--- config.mk ---
export PLATFORM = sky130hd
export DESIGN_NAME = multicycle_datapath
export DESIGN_NICKNAME = d
export VERILOG_FILES = /design/src/rtl/multicycle_datapath.sv
export SDC_FILE = /design/constraint.sdc
export NUM_CORES = 2
export LEC_CHECK = 0
export BUFFER_PORTS_ARGS = -buffer_cell sky130_fd_sc_hd__buf_2
export CAP_MARGIN = 0
export CORE_ASPECT_RATIO = 0.9
export CORE_MARGIN = 5
export CORE_UTILIZATION = 30
export CTS_BUF_LIST = sky130_fd_sc_hd__clkbuf_4
export DETAILED_ROUTE_END_ITERATION = 10
export PLACE_DENSITY = 0.56
export SYNTH_ARGS = -nofsm -noshare
export SYNTH_HDL_FRONTEND = slang
export SYNTH_SLANG_ARGS = --single-unit
--- constraint.sdc ---
create_clock -name clk -period 11.1 [get_ports clk]
set_input_delay 2.22 -clock clk [delete_from_list [all_inputs] [get_ports clk]]
set_output_delay 2.22 -clock clk [all_outputs]
set_load 0.01 [all_outputs]
--- src/rtl/multicycle_datapath.sv ---
// multicycle_datapath: multi-cycle MIPS datapath with req/ack instruction and data memory ports and an external decoder
module multicycle_datapath #(
  parameter logic [31:0] RESET_PC = 32'h0000_0000,
  parameter int ALUC_W = 8,
  parameter int NREGS = 32
) (
  input  logic              clk,
  input  logic              rst,
  output logic              imem_req,
  output logic [31:0]       imem_addr,
  input  logic              imem_ack,
  input  logic [31:0]       imem_rdata,
  output logic              dmem_req,
  output logic              dmem_we,
  output logic [31:0]       dmem_addr,
  output logic [31:0]       dmem_wdata,
  input  logic              dmem_ack,
  input  logic [31:0]       dmem_rdata,
  output logic [31:0]       ir,
  output logic [2:0]        state,
  input  logic              Mem2Reg,
  input  logic              ALUsrc,
  input  logic              RegDst,
  input  logic              RegWrite,
  input  logic              Jump,
  input  logic              ShiftI,
  input  logic              PCsrc,
  input  logic              MemRead,
  input  logic              MemWrite,
  input  logic [ALUC_W-1:0] alucontrol,
  output logic              zero,
  output logic              overflow,
  output logic              retire,
  output logic [31:0]       pc
);
  localparam int AW = $clog2(NREGS);
  typedef enum logic [2:0] {FETCH, DECODE, EXEC, MEM, WB} state_t;
  state_t st;
  logic [31:0] a_r, b_r, aluout_r, mdr, sext, in0, in1, y, sum, dif;
  logic [31:0] rf [NREGS];
  logic [AW-1:0] wa;
  assign state = st;
  assign sext = {{16{ir[15]}}, ir[15:0]};
  assign in0 = ShiftI ? {27'b0, ir[10:6]} : a_r;
  assign in1 = ALUsrc ? sext : b_r;
  assign sum = in0 + in1;
  assign dif = in0 - in1;
  assign wa = RegDst ? ir[11 +: AW] : ir[16 +: AW];
  // alucontrol codes: 0 and, 1 or, 2 add, 3 sll, 4 srl, 5 sra, 6 sub, 7 slt, 12 nor
  always_comb begin
    y = '0;
    overflow = 1'b0;
    case (alucontrol)
      ALUC_W'(0):  y = in0 & in1;
      ALUC_W'(1):  y = in0 | in1;
      ALUC_W'(2):  begin
        y = sum;
        overflow = (in0[31] == in1[31]) && (sum[31] != in0[31]);
      end
      ALUC_W'(3):  y = in1 << in0[4:0];
      ALUC_W'(4):  y = in1 >> in0[4:0];
      ALUC_W'(5):  y = $signed(in1) >>> in0[4:0];
      ALUC_W'(6):  begin
        y = dif;
        overflow = (in0[31] != in1[31]) && (dif[31] != in0[31]);
      end
      ALUC_W'(7):  y = {31'b0, $signed(in0) < $signed(in1)};
      ALUC_W'(12): y = ~(in0 | in1);
      default:     y = '0;
    endcase
  end
  assign zero = (y == '0);
  assign imem_req = (st == FETCH);
  assign imem_addr = pc;
  assign dmem_req = (st == MEM);
  assign dmem_we = (st == MEM) && MemWrite;
  assign dmem_addr = aluout_r;
  assign dmem_wdata = b_r;
  assign retire = !rst && ((st == WB) || (st == EXEC && !(MemRead || MemWrite) && !RegWrite) ||
                           (st == MEM && dmem_ack && MemWrite));
  always_ff @(posedge clk) begin
    if (rst) begin
      pc <= RESET_PC;
      ir <= '0;
      a_r <= '0;
      b_r <= '0;
      aluout_r <= '0;
      mdr <= '0;
      st <= FETCH;
      for (int i = 0; i < NREGS; i++) rf[i] <= '0;
    end else begin
      case (st)
        FETCH: if (imem_ack) begin
          ir <= imem_rdata;
          pc <= pc + 32'd4;
          st <= DECODE;
        end
        DECODE: begin
          a_r <= rf[ir[21 +: AW]];
          b_r <= rf[ir[16 +: AW]];
          st <= EXEC;
        end
        EXEC: begin
          aluout_r <= y;
          if (Jump) pc <= {pc[31:28], ir[25:0], 2'b00};
          else if (PCsrc) pc <= pc + {sext[29:0], 2'b00};
          st <= (MemRead || MemWrite) ? MEM : RegWrite ? WB : FETCH;
        end
        MEM: if (dmem_ack) begin
          if (!MemWrite) mdr <= dmem_rdata;
          st <= MemWrite ? FETCH : WB;
        end
        WB: begin
          if (wa != '0) rf[wa] <= Mem2Reg ? mdr : aluout_r;
          st <= FETCH;
        end
        default: st <= FETCH;
      endcase
    end
  end
endmodule
==> load_flow_metrics.sql <==
INSERT INTO impl_metrics (metric_group, metric, value, unit) VALUES
('setup_path', 'worst-r2r-setup-slack', '5630', 'ps'),
('run_status', 'status', 'complete, no violations', ''),
('run', 'drv_cap', '0', ''),
('placement', 'routabilityCongestion', '1.038', ''),
('clocking', 'postCtsSetupRepairBufs', '0', ''),
('synthesis', 'post_synth_instance_area', '0.07117', 'sq mm'),
('clocking', 'cts.clk_slew.worst_paths', '50', 'ps'),
('power_and_ir_drop', 'power.leakage', '27.22', 'nW'),
('global_route', 'top_usage_layer', 'met2', ''),
('sta', 'finalSetupViolCount', '0', ''),
('clocking', 'number_of_gates_given_a_new_drive_strength_after_cts', '0', ''),
('detailed_routing', 'ant_nets', '0', ''),
('setup_path', 'top_family_by_delay_on_critical_path', 'compound AO/OA/AOI/OAI gates', ''),
('power_and_ir_drop', 'power.combinational.fraction', '21.1', '%'),
('min_path', 'holdCritStartpoint', 'ir[31]', ''),
('setup_path', 'critical-path-slowest-cell', 'sky130_fd_sc_hd__mux2i_1', ''),
('setup_path', 'critical_path.startpoint', 'ALUsrc', ''),
('floorplan', 'placementRows', '169', ''),
('floorplan', 'dieArea', '0.2471', 'sq mm'),
('sta', 'worst_margin_pin_slew', '1212', 'ps'),
('synthesis', 'yosysSeqAreaShare', '48.63', '%'),
('clocking', 'max_clock_buf_depth', '4', ''),
('detailed_routing', 'first_iter_violations', '7617', ''),
('global_route', 'grt_pass1_wl', '417700', 'um'),
('floorplan', 'top_level_ports', '254', ''),
('synthesis', 'ys_async_sr_fraction', '0', '%'),
('setup_path', 'path_buf_inv', '5', ''),
('sta', 'grt_setup_unrepaired', 'no', ''),
('clocking', 'root_buffer', 'sky130_fd_sc_hd__clkbuf_4', ''),
('sta', 'min_period', '10200', 'ps'),
('synthesis', 'synth-seq-cells', '1217', ''),
('global_route', 'grt_max_degree', '86', ''),
('power_and_ir_drop', 'worst_ir_drop_vdd', '0.09277', 'mV'),
('global_route', 'via_count_of_the_first_global_routing_pass', '55490', ''),
('detailed_routing', 'routed_wirelength', '299300', 'um'),
('sta', 'worst_slack', '902.4', 'ps'),
('detailed_routing', 'detail_route.wl_per_cell', '31.24', 'um'),
('clocking', 'ctsHoldBuffers', '0', ''),
('global_route', 'antenna_found_initial', '14', ''),
('setup_path', 'worst_path_required', '8880', 'ps'),
('detailed_routing', 'total_drc_errors_in_the_routed_layout', '0', ''),
('setup_path', 'setup.worst_path.end_class', 'primary output', ''),
('global_route', 'grtUsageMet3', '5.971', '%'),
('clocking', 'level_count_of_the_clock_h_tree', '5', ''),
('synthesis', 'synthesis.instances', '5933', ''),
('detailed_routing', 'vias_per_cell', '5.892', ''),
('sta', 'timing.fmax', '98.06', 'MHz'),
('setup_path', 'r2r_start', 'ir[16]', ''),
('setup_path', 'worstPathArrival', '7980', 'ps'),
('floorplan', 'die_x', '523.4', 'um'),
('global_route', 'globalRoute.totalOverflow', '0', ''),
('min_path', 'min-delay-path-class', 'register to register', ''),
('synthesis', 'synth_area_leaders', 'sky130_fd_sc_hd__edfxtp_1, sky130_fd_sc_hd__mux4_2, sky130_fd_sc_hd__nor2_1, sky130_fd_sc_hd__dfxtp_1, sky130_fd_sc_hd__mux2i_1', ''),
('synthesis', 'synth_enable_flop_cells', '1024', ''),
('clocking', 'clk_latency', '1330', 'ps'),
('sta', 'finalHoldViolations', '0', ''),
('power_and_ir_drop', 'powerDensity', '149.8', 'mW/mm^2'),
('sta', 'finalSetupTns', '0', 'ps'),
('global_route', 'global_route.usage.total', '23.49', '%'),
('global_route', 'grtUsageMet2', '37.07', '%'),
('setup_path', 'critPathMostFrequentCell', 'sky130_fd_sc_hd__buf_2', ''),
('finish', 'fin_nets', '6388', ''),
('synthesis', 'synth_largest_type_area_fraction', '43.20', '%'),
('global_route', 'fraction_of_met1_tracks_used_by_global_routing', '30.03', '%'),
('placement', 'dp_worst_setup_slack', '977.2', 'ps'),
('floorplan', 'effective_utilization_at_floorplan', '30.16', '%'),
('power_and_ir_drop', 'p_total', '12.05', 'mW'),
('synthesis', 'yosysWarningCount', '0', ''),
('power_and_ir_drop', 'clock_power_share', '34.6', '%'),
('synthesis', 'syn_area_per_cell', '12.00', 'sq um'),
('setup_path', 'worstPathCellList', 'buf_2, buf_12, mux2i_1, inv_2, ha_1, or2_2, a31oi_1, nor2_1, a22oi_1, o311ai_1, a211oi_1, o21ai_1, o2111ai_1, o211ai_1, nor4bb_1, and4_1, nand4_1, nor4_2, buf_4, buf_2', '');
-- worst register-to-register path: stages (launching register included) --
cell                       delay [ps]
sky130_fd_sc_hd__dfxtp_4          730
sky130_fd_sc_hd__buf_4            710
sky130_fd_sc_hd__buf_12           620
sky130_fd_sc_hd__buf_4           1090
sky130_fd_sc_hd__mux4_2           710
sky130_fd_sc_hd__mux4_2           480
sky130_fd_sc_hd__mux2i_1          800
sky130_fd_sc_hd__a211oi_1         170
-- registers in the layout, summed over array words and instances (netlist names) --
register / count
ir: 32
state: 3
mdr: 32
dmem_addr: 32
a_r: 32
imem_addr: 30
dmem_wdata: 32
rf: 1024
-- layout make-up --
cell class / count / area (sq um)
Antenna cell: 11 / 27.53
Fill cell: 23490 / 155500
Sequential cell: 1217 / 34650
Multi-Input combinational cell: 4049 / 34460
Clock inverter: 72 / 365.4
Inverter: 127 / 479.2
Timing Repair Buffer: 426 / 2638
Clock buffer: 515 / 3866
Tap cell: 3163 / 3958
-- layer usage --
layer | vias to the layer above | part of all wire (%)
met2 | 3945 | 46
met3 | 799 | 11
met5 | - | 0.0040
li1 | 23100 | -
met4 | 2 | 5.4
met1 | 28600 | 37
-- final timing paths --
check                                     end  cells after the start
worst min register to register         ir[31]                      2
worst max register to register  dmem_wdata[7]                      7
worst max-delay path                     zero                     20
worst min-delay path                   ir[31]                      2
-- power groups by stage --
stage / Combinational (mW) / Sequential [mW] / Clock (mW)
final: 2.54 / 5.35 / 4.17
after global routing: 2.65 / 5.37 / 4.48
after CTS: 2.50 / 5.35 / 4.23
after detailed placement: 2.49 / 5.44 / 0
after global placement: 2.49 / 5.43 / 0
after floorplan: 1.62 / 5.32 / 0
-- synthesized netlist by cell type, types with 17 or more instances --
cell type,count
sky130_fd_sc_hd__and3_1,22
sky130_fd_sc_hd__xnor2_1,29
sky130_fd_sc_hd__nand3_1,61
sky130_fd_sc_hd__o211ai_1,36
sky130_fd_sc_hd__a211oi_1,136
sky130_fd_sc_hd__a21o_1,23
sky130_fd_sc_hd__buf_2,31
sky130_fd_sc_hd__a22oi_1,25
sky130_fd_sc_hd__o21bai_1,20
sky130_fd_sc_hd__inv_1,109
sky130_fd_sc_hd__nand2_1,389
sky130_fd_sc_hd__a21oi_1,228
sky130_fd_sc_hd__nand2b_1,47
sky130_fd_sc_hd__mux2i_1,207
sky130_fd_sc_hd__nor3_1,62
sky130_fd_sc_hd__buf_1,64
sky130_fd_sc_hd__o21a_1,19
sky130_fd_sc_hd__nand4_1,17
sky130_fd_sc_hd__o21ai_0,133
sky130_fd_sc_hd__nor4_1,21
sky130_fd_sc_hd__dfxtp_1,193
sky130_fd_sc_hd__o22ai_1,28
sky130_fd_sc_hd__ha_1,134
sky130_fd_sc_hd__edfxtp_1,1024
sky130_fd_sc_hd__clkbuf_1,428
sky130_fd_sc_hd__mux2i_2,17
sky130_fd_sc_hd__nor2_1,1340
sky130_fd_sc_hd__a31oi_1,42
sky130_fd_sc_hd__nor2b_1,22
sky130_fd_sc_hd__buf_4,45
sky130_fd_sc_hd__mux4_2,645
sky130_fd_sc_hd__a221oi_1,22
-- cells in the final DEF (no fill, tap or decap), types with 23 or more instances in the layout --
| master | instances |
|---|---|
| sky130_fd_sc_hd__nor2_1 | 1338 |
| sky130_fd_sc_hd__edfxtp_1 | 1024 |
| sky130_fd_sc_hd__mux4_2 | 645 |
| sky130_fd_sc_hd__clkbuf_4 | 515 |
| sky130_fd_sc_hd__nand2_1 | 325 |
| sky130_fd_sc_hd__buf_2 | 247 |
| sky130_fd_sc_hd__a21oi_1 | 227 |
| sky130_fd_sc_hd__dfxtp_1 | 182 |
| sky130_fd_sc_hd__buf_4 | 174 |
| sky130_fd_sc_hd__mux2i_1 | 172 |
| sky130_fd_sc_hd__a211oi_1 | 136 |
| sky130_fd_sc_hd__ha_1 | 134 |
| sky130_fd_sc_hd__o21ai_0 | 133 |
| sky130_fd_sc_hd__inv_1 | 109 |
| sky130_fd_sc_hd__nand3_1 | 60 |
| sky130_fd_sc_hd__nor3_1 | 57 |
| sky130_fd_sc_hd__clkinv_1 | 56 |
| sky130_fd_sc_hd__nand2b_1 | 47 |
| sky130_fd_sc_hd__a31oi_1 | 42 |
| sky130_fd_sc_hd__nand2_2 | 39 |
| sky130_fd_sc_hd__o211ai_1 | 36 |
| sky130_fd_sc_hd__conb_1 | 36 |
| sky130_fd_sc_hd__mux2i_2 | 35 |
| sky130_fd_sc_hd__xnor2_1 | 29 |
| sky130_fd_sc_hd__o22ai_1 | 28 |
| sky130_fd_sc_hd__nand2_4 | 25 |
| sky130_fd_sc_hd__a22oi_1 | 25 |
| sky130_fd_sc_hd__mux2i_4 | 23 |
| sky130_fd_sc_hd__a21o_1 | 23 |
-- per-stage QoR --
stage          std cells  hold WS [ps]  area, sq um  util, %
6_report            9580         454.5        80450    34.09
5_1_grt             9573         490.7        80430    34.08
4_1_cts             9569         453.2        80420    34.08
3_5_place_dp        8982         444.6        76190    32.29
3_3_place_gp        8982         441.1        76190    32.29
2_1_floorplan       5968         436.0        71300        -
-- cells by family (layout without fill, tap and decap cells) --
logic type | count (synthesis) | after routing | synth area share, %
multiplexers | 891 | 891 | 24.09
buffers and inverters | 702 | 1140 | 4.071
AND/OR/NAND/NOR | 2052 | 2052 | 11.86
XOR/XNOR | 43 | 43 | 0.5291
flip-flops | 1217 | 1217 | 48.63
other | 1 | 47 | 0.005269
AO/OA/AOI/OAI | 890 | 890 | 8.373
adder cells (fa/ha/maj) | 137 | 137 | 2.440
Power figures use the tool's default switching activity.
